`config.mk`:
```
export PLATFORM = sky130hd
export DESIGN_NAME = alu_share_arbiter
export DESIGN_NICKNAME = d
export VERILOG_FILES = /design/src/rtl/defines_pkg.sv /design/src/rtl/alu_share_arbiter.sv
export SDC_FILE = /design/constraint.sdc
export NUM_CORES = 1
export LEC_CHECK = 0
export CORE_AREA = 2 2 164 166
export DETAILED_ROUTE_END_ITERATION = 6
export DIE_AREA = 0 0 166 168
export PLACE_DENSITY = 0.6
export SYNTH_ARGS = -nofsm -noshare
export SYNTH_HDL_FRONTEND = slang
export SYNTH_SLANG_ARGS = --single-unit
```
`constraint.sdc`:
```
create_clock -name clk -period 2.32 [get_ports clk]
set_input_delay 0.464 -clock clk [delete_from_list [all_inputs] [get_ports clk]]
set_output_delay 0.464 -clock clk [all_outputs]
set_load 0.1 [all_outputs]
```
`src/rtl/defines_pkg.sv`:
```
// rtl/defines_pkg.sv - shared datapath width and ALU command encoding
package defines_pkg;

    parameter int N = 32;

    typedef enum logic [3:0] {
        EXE_ADD = 4'd0,
        EXE_SUB = 4'd1,
        EXE_AND = 4'd2,
        EXE_OR  = 4'd3,
        EXE_XOR = 4'd4,
        EXE_SLT = 4'd5,
        EXE_SLL = 4'd6,
        EXE_SRL = 4'd7
    } execmd_t;

endpackage

```
`src/rtl/alu_share_arbiter.sv`:
```
// rtl/alu_share_arbiter.sv - round-robin sharing of one combinational ALU among NREQ requesters
//
// Ports:
//   clk, rst_n                      clock, asynchronous active-low reset
//   req_valid/req_ready             per-requester handshake (req_ready one-hot or zero)
//   req_cmd/req_val1/req_val2       per-requester ALU command and operands
//   alu_cmd/alu_val1/alu_val2       registered operands driving the external ALU
//   alu_out/alu_zero                combinational ALU result
//   rsp_valid/rsp_ready             response handshake
//   rsp_id/rsp_data/rsp_zero        registered requester index, result and zero flag
//   busy                            high while an operation is in flight (EXEC or RESP)
module alu_share_arbiter
    import defines_pkg::*;
#(
    parameter int NREQ = 4,
    parameter int IDW  = $clog2(NREQ)
) (
    input  logic                      clk,
    input  logic                      rst_n,
    input  logic [NREQ-1:0]           req_valid,
    output logic [NREQ-1:0]           req_ready,
    input  execmd_t                   req_cmd [NREQ],
    input  logic [NREQ-1:0][N-1:0]    req_val1,
    input  logic [NREQ-1:0][N-1:0]    req_val2,
    output execmd_t                   alu_cmd,
    output logic [N-1:0]              alu_val1,
    output logic [N-1:0]              alu_val2,
    input  logic [N-1:0]              alu_out,
    input  logic                      alu_zero,
    output logic                      rsp_valid,
    input  logic                      rsp_ready,
    output logic [IDW-1:0]            rsp_id,
    output logic [N-1:0]              rsp_data,
    output logic                      rsp_zero,
    output logic                      busy
);

    typedef enum logic [1:0] {IDLE, EXEC, RESP} state_t;

    state_t          state_q, state_d;
    logic [IDW-1:0]  rr_ptr_q, rr_ptr_d;
    logic [IDW-1:0]  id_q, id_d;
    execmd_t         cmd_q, cmd_d;
    logic [N-1:0]    val1_q, val1_d;
    logic [N-1:0]    val2_q, val2_d;
    logic            rsp_valid_q, rsp_valid_d;
    logic [IDW-1:0]  rsp_id_q, rsp_id_d;
    logic [N-1:0]    rsp_data_q, rsp_data_d;
    logic            rsp_zero_q, rsp_zero_d;

    logic            gnt_found;
    logic [IDW-1:0]  gnt_idx;
    int              cand;

    // Round-robin search: first valid index at or above rr_ptr, wrapping to 0.
    always_comb begin
        gnt_found = 1'b0;
        gnt_idx   = '0;
        cand      = 0;
        for (int i = 0; i < NREQ; i++) begin
            cand = int'(rr_ptr_q) + i;
            if (cand >= NREQ) begin
                cand = cand - NREQ;
            end
            if (!gnt_found && req_valid[IDW'(cand)]) begin
                gnt_found = 1'b1;
                gnt_idx   = IDW'(cand);
            end
        end
    end

    // State register
    always_ff @(posedge clk or negedge rst_n) begin
        if (!rst_n) begin
            state_q <= IDLE;
        end else begin
            state_q <= state_d;
        end
    end

    // Next-state logic; in IDLE a found grant is always accepted because
    // req_ready is raised for exactly the valid requester that was chosen.
    always_comb begin
        state_d = state_q;
        case (state_q)
            IDLE:    if (gnt_found) state_d = EXEC;
            EXEC:    state_d = RESP;
            RESP:    if (rsp_ready) state_d = IDLE;
            default: state_d = IDLE;
        endcase
    end

    // FSM outputs
    always_comb begin
        req_ready = '0;
        if (state_q == IDLE && gnt_found) begin
            req_ready[gnt_idx] = 1'b1;
        end
        busy = (state_q != IDLE);
    end

    // Datapath next values; operand registers only load on accept so the
    // ALU inputs stay quiet between operations.
    always_comb begin
        rr_ptr_d    = rr_ptr_q;
        id_d        = id_q;
        cmd_d       = cmd_q;
        val1_d      = val1_q;
        val2_d      = val2_q;
        rsp_valid_d = rsp_valid_q;
        rsp_id_d    = rsp_id_q;
        rsp_data_d  = rsp_data_q;
        rsp_zero_d  = rsp_zero_q;
        case (state_q)
            IDLE: begin
                if (gnt_found) begin
                    cmd_d    = req_cmd[gnt_idx];
                    val1_d   = req_val1[gnt_idx];
                    val2_d   = req_val2[gnt_idx];
                    id_d     = gnt_idx;
                    rr_ptr_d = (gnt_idx == IDW'(NREQ - 1)) ? '0 : IDW'(gnt_idx + 1'b1);
                end
            end
            EXEC: begin
                rsp_data_d  = alu_out;
                rsp_zero_d  = alu_zero;
                rsp_id_d    = id_q;
                rsp_valid_d = 1'b1;
            end
            RESP: begin
                if (rsp_ready) begin
                    rsp_valid_d = 1'b0;
                end
            end
            default: ;
        endcase
    end

    always_ff @(posedge clk or negedge rst_n) begin
        if (!rst_n) begin
            rr_ptr_q    <= '0;
            id_q        <= '0;
            cmd_q       <= EXE_ADD;
            val1_q      <= '0;
            val2_q      <= '0;
            rsp_valid_q <= 1'b0;
            rsp_id_q    <= '0;
            rsp_data_q  <= '0;
            rsp_zero_q  <= 1'b0;
        end else begin
            rr_ptr_q    <= rr_ptr_d;
            id_q        <= id_d;
            cmd_q       <= cmd_d;
            val1_q      <= val1_d;
            val2_q      <= val2_d;
            rsp_valid_q <= rsp_valid_d;
            rsp_id_q    <= rsp_id_d;
            rsp_data_q  <= rsp_data_d;
            rsp_zero_q  <= rsp_zero_d;
        end
    end

    assign alu_cmd   = cmd_q;
    assign alu_val1  = val1_q;
    assign alu_val2  = val2_q;
    assign rsp_valid = rsp_valid_q;
    assign rsp_id    = rsp_id_q;
    assign rsp_data  = rsp_data_q;
    assign rsp_zero  = rsp_zero_q;

endmodule

```
==> impl_metrics.env <==
export IMPL_vias_per_cell=4.56
export IMPL_vias=5846
export IMPL_grt_setup_unrepaired="true"
export IMPL_synth_simple_area_share_pct=1.93
export IMPL_placedCellCount=1259
export IMPL_drt_total_wl_um=23600
export IMPL_area_delta_synth_final_pct=85.0
export IMPL_gp_congestion=0.761
export IMPL_cp_cell_sequence="a21bo_2 > a221o_4 > or2_4 > nor3_4 > buf_12"
export IMPL_place_area_um2=10600
export IMPL_fp_dieH_um=168
export IMPL_worstMarginPinSlew_ns=0.650
export IMPL_antenna_found_initial=1
export IMPL_use_met3_pct=5.22
export IMPL_synth_distinct_cells=30
export IMPL_synthXorXnorAreaFrac_pct=0.147
export IMPL_cap_violations=0
export IMPL_finalCriticalPeriod_ns=2.49
export IMPL_synth_compound_area_share_pct=17.1
export IMPL_worst_hold_slack_ns=0.164
export IMPL_dpl_hpwl_um=17400
export IMPL_cts_buffers=9
export IMPL_max_freq_mhz=401
export IMPL_die_w_um=166
export IMPL_ys_seq_area_share_pct=46.2
export IMPL_tritoncts="yes"
export IMPL_use_met1_pct=18.8
export IMPL_antenna_cells=0
export IMPL_violations="negative setup slack"
export IMPL_grt_pass1_wl_um=35500
export IMPL_cp_start_kind="flop"
export IMPL_synthAdderAreaFrac_pct=0
export IMPL_avgSynthCellArea_um2=11.9
export IMPL_fin_nets=1247
export IMPL_syn_nets=813
export IMPL_layout_drive_gt1_share_pct=24.1
export IMPL_rows=60
export IMPL_multi_input_area_um2=3020
export IMPL_drc=0
export IMPL_powerDensity_nw_per_um2=1720
export IMPL_instances_no_fill=1281
export IMPL_grt_ovfl_total=0
export IMPL_outcome="finished with violations"
export IMPL_hp_class="in -> async"
export IMPL_utilization_pct=41.8
export IMPL_wl_per_cell_um=18.4
export IMPL_dp_slack_ns=-0.413
export IMPL_grt_busiest_layer="met2"
export IMPL_coreArea_um2=26400
export IMPL_port_buffers=420
export IMPL_setup_violations=2
export IMPL_p_leak_nw=5.29
export IMPL_nFillCells=2564
export IMPL_drt_iter0_markers=218
export IMPL_skew_ns=0.0124
export IMPL_syn_area_um2=5950
export IMPL_first_global_vias=6213
export IMPL_synthMuxAreaShare_pct=29.6
export IMPL_cp_arrival_ns=2.03
export IMPL_cpMaxStageDelayCell="dfrtp_2"
export IMPL_power_mw=19.0
export IMPL_start_util_pct=22.6
export IMPL_fin_tns_setup_ns=-0.274
export IMPL_dr_pass1_iters=4
export IMPL_worstSkewPairLatency_ns=0.36
export IMPL_cts_hold_buf=0
export IMPL_critPathMaxStageDelay_ns=0.44
export IMPL_vdd_drop_max_uv=1330
export IMPL_yosys_warnings=0
export IMPL_ff_latch_area_um2=2760
export IMPL_synth_seq_cells=110
export IMPL_critPathKind="reg -> out"
export IMPL_finalMaxSlewViolations=0
export IMPL_clock_path_buffers=2
export IMPL_synth_cells=501
export IMPL_max_slew_margin_rel_pct=56.7
export IMPL_dieArea_um2=27900
export IMPL_synth_top_family_by_area="multiplexers"
export IMPL_end_kind="output pin"
export IMPL_grt_max_degree=111
export IMPL_clk_pin_slew_ns=0.09
export IMPL_grt_util_all_layers_pct=16.1
export IMPL_finalCritPeriodShare_pct=107
export IMPL_ant_nets=0
export IMPL_grt_use_met2_pct=28.5
export IMPL_cts_sinks=110
export IMPL_worst_slack_ns=-0.171
export IMPL_cp_max_fo=4
export IMPL_hold_viol=0
export IMPL_cts_root_buf="clkbuf_16"
export IMPL_final_area_um2=11000
export IMPL_h_tree_depth=3
export IMPL_io_pins=421
export IMPL_crit_required_ns=1.86
==> power by group <==
group / leakage (nW) / total (mW) / internal (mW) / switching, mW
clock network: 0.144 / 1.61 / 0.759 / 0.849
registers: 1.33 / 3.48 / 2.91 / 0.574
logic: 3.81 / 13.9 / 4.13 / 9.75
total: 5.29 / 19.0 / 7.79 / 11.2
==> cell families (layout without fill, tap and decap cells) <==
kind of cell / Yosys count / after routing
AO/OA/AOI/OAI: 147 / 147
buffers and inverters: 48 / 487
AND/OR/NAND/NOR: 23 / 23
multiplexers: 172 / 172
flip-flops: 110 / 110
XOR/XNOR: 1 / 1
==> final timing paths <==
path                         startpoint            to  slack, ns  depth (start not counted)
hold reg to reg            alu_val1[26]  alu_val1[26]       0.48                          1
max in group asynchronous         rst_n   alu_val1[7]       1.63                          2
setup reg to reg            rr_ptr_q[1]  alu_val2[12]       0.12                          9
hold / removal                    rst_n  rsp_data[18]       0.16                          2
setup / recovery            rr_ptr_q[1]  req_ready[3]      -0.17                          5
min in group clk           alu_val1[26]  alu_val1[26]       0.48                          1
==> sequential cells by signal, summed over array words and instances (netlist names) <==
| signal | count |
|---|---|
| alu_val2 | 32 |
| alu_val1 | 32 |
| rsp_data | 32 |
| id_q | 2 |
| rsp_id | 2 |
| rsp_zero | 1 |
| state_q | 2 |
| rr_ptr_q | 2 |
| alu_cmd | 4 |
| rsp_valid | 1 |
==> worst max-delay path: cells and delay by family, from the launching register on <==
kind,cells,cell delay (ns)
flip-flops,1,0.44
AO/OA/AOI/OAI,2,0.57
buffers and inverters,1,0.20
AND/OR/NAND/NOR,2,0.46
==> cell usage after synthesis (all sizes together) <==
cell type	instances	area (µm²)
a221oi	2	23.8
nor2b	2	12.5
mux2i	137	1370
mux2	35	394
nand2	7	26.3
a21oi	3	15.0
nor2	5	18.8
clkbuf	16	60.1
a221o	1	10.0
nand2b	2	12.5
nor3	1	5.00
o21ai	3	18.8
o22ai	68	425
buf	26	209
o21a	1	7.51
nor3b	2	15.0
a21bo	1	10.0
or2	2	12.5
or3	1	6.26
dfrtp	110	2750
nor4	1	6.26
xnor2	1	8.76
a21o	68	510
inv	6	22.5
==> placed cells by master, fill, tap and decap left out, types with 2 or more instances in the layout <==
master	n
a21oi_1	3
inv_6	2
mux2i_2	2
dfrtp_2	2
buf_16	3
buf_12	10
nor2_4	3
clkbuf_16	12
inv_1	6
dlygate4sd2_1	4
buf_4	137
a21o_1	68
o22ai_1	68
dfrtp_1	108
clkdlybuf4s50_1	306
mux2i_1	135
buf_6	2
inv_8	2
clkinv_4	2
nand2_1	6
mux2_2	35
==> per-layer routing <==
metal	part of all wire, %	routed length, µm
met1	41	9550
met2	50	11800
met3	8.2	1930
met4	1.2	280
met5	0.068	16
==> what timing repair did <==
| item | 4_1_cts | 5_1_grt |
|---|---|---|
| pin swaps | 9 | 3 |
| buffers inserted | 3 | 0 |
| resized for setup | 13 | 8 |
| gates cloned | 0 | 3 |
| endpoints found under the setup margin | 5 | 34 |
==> cell type report <==
class | instances | share of cell area, %
Clock buffer | 9 | 2.04
Clock inverter | 7 | 0.568
Inverter | 6 | 0.204
Multi-Input combinational cell | 343 | 27.4
Sequential cell | 110 | 25.0
Tap cell | 341 | 3.87
Timing Repair Buffer | 465 | 40.9
(Power assumes the default switching activity.)
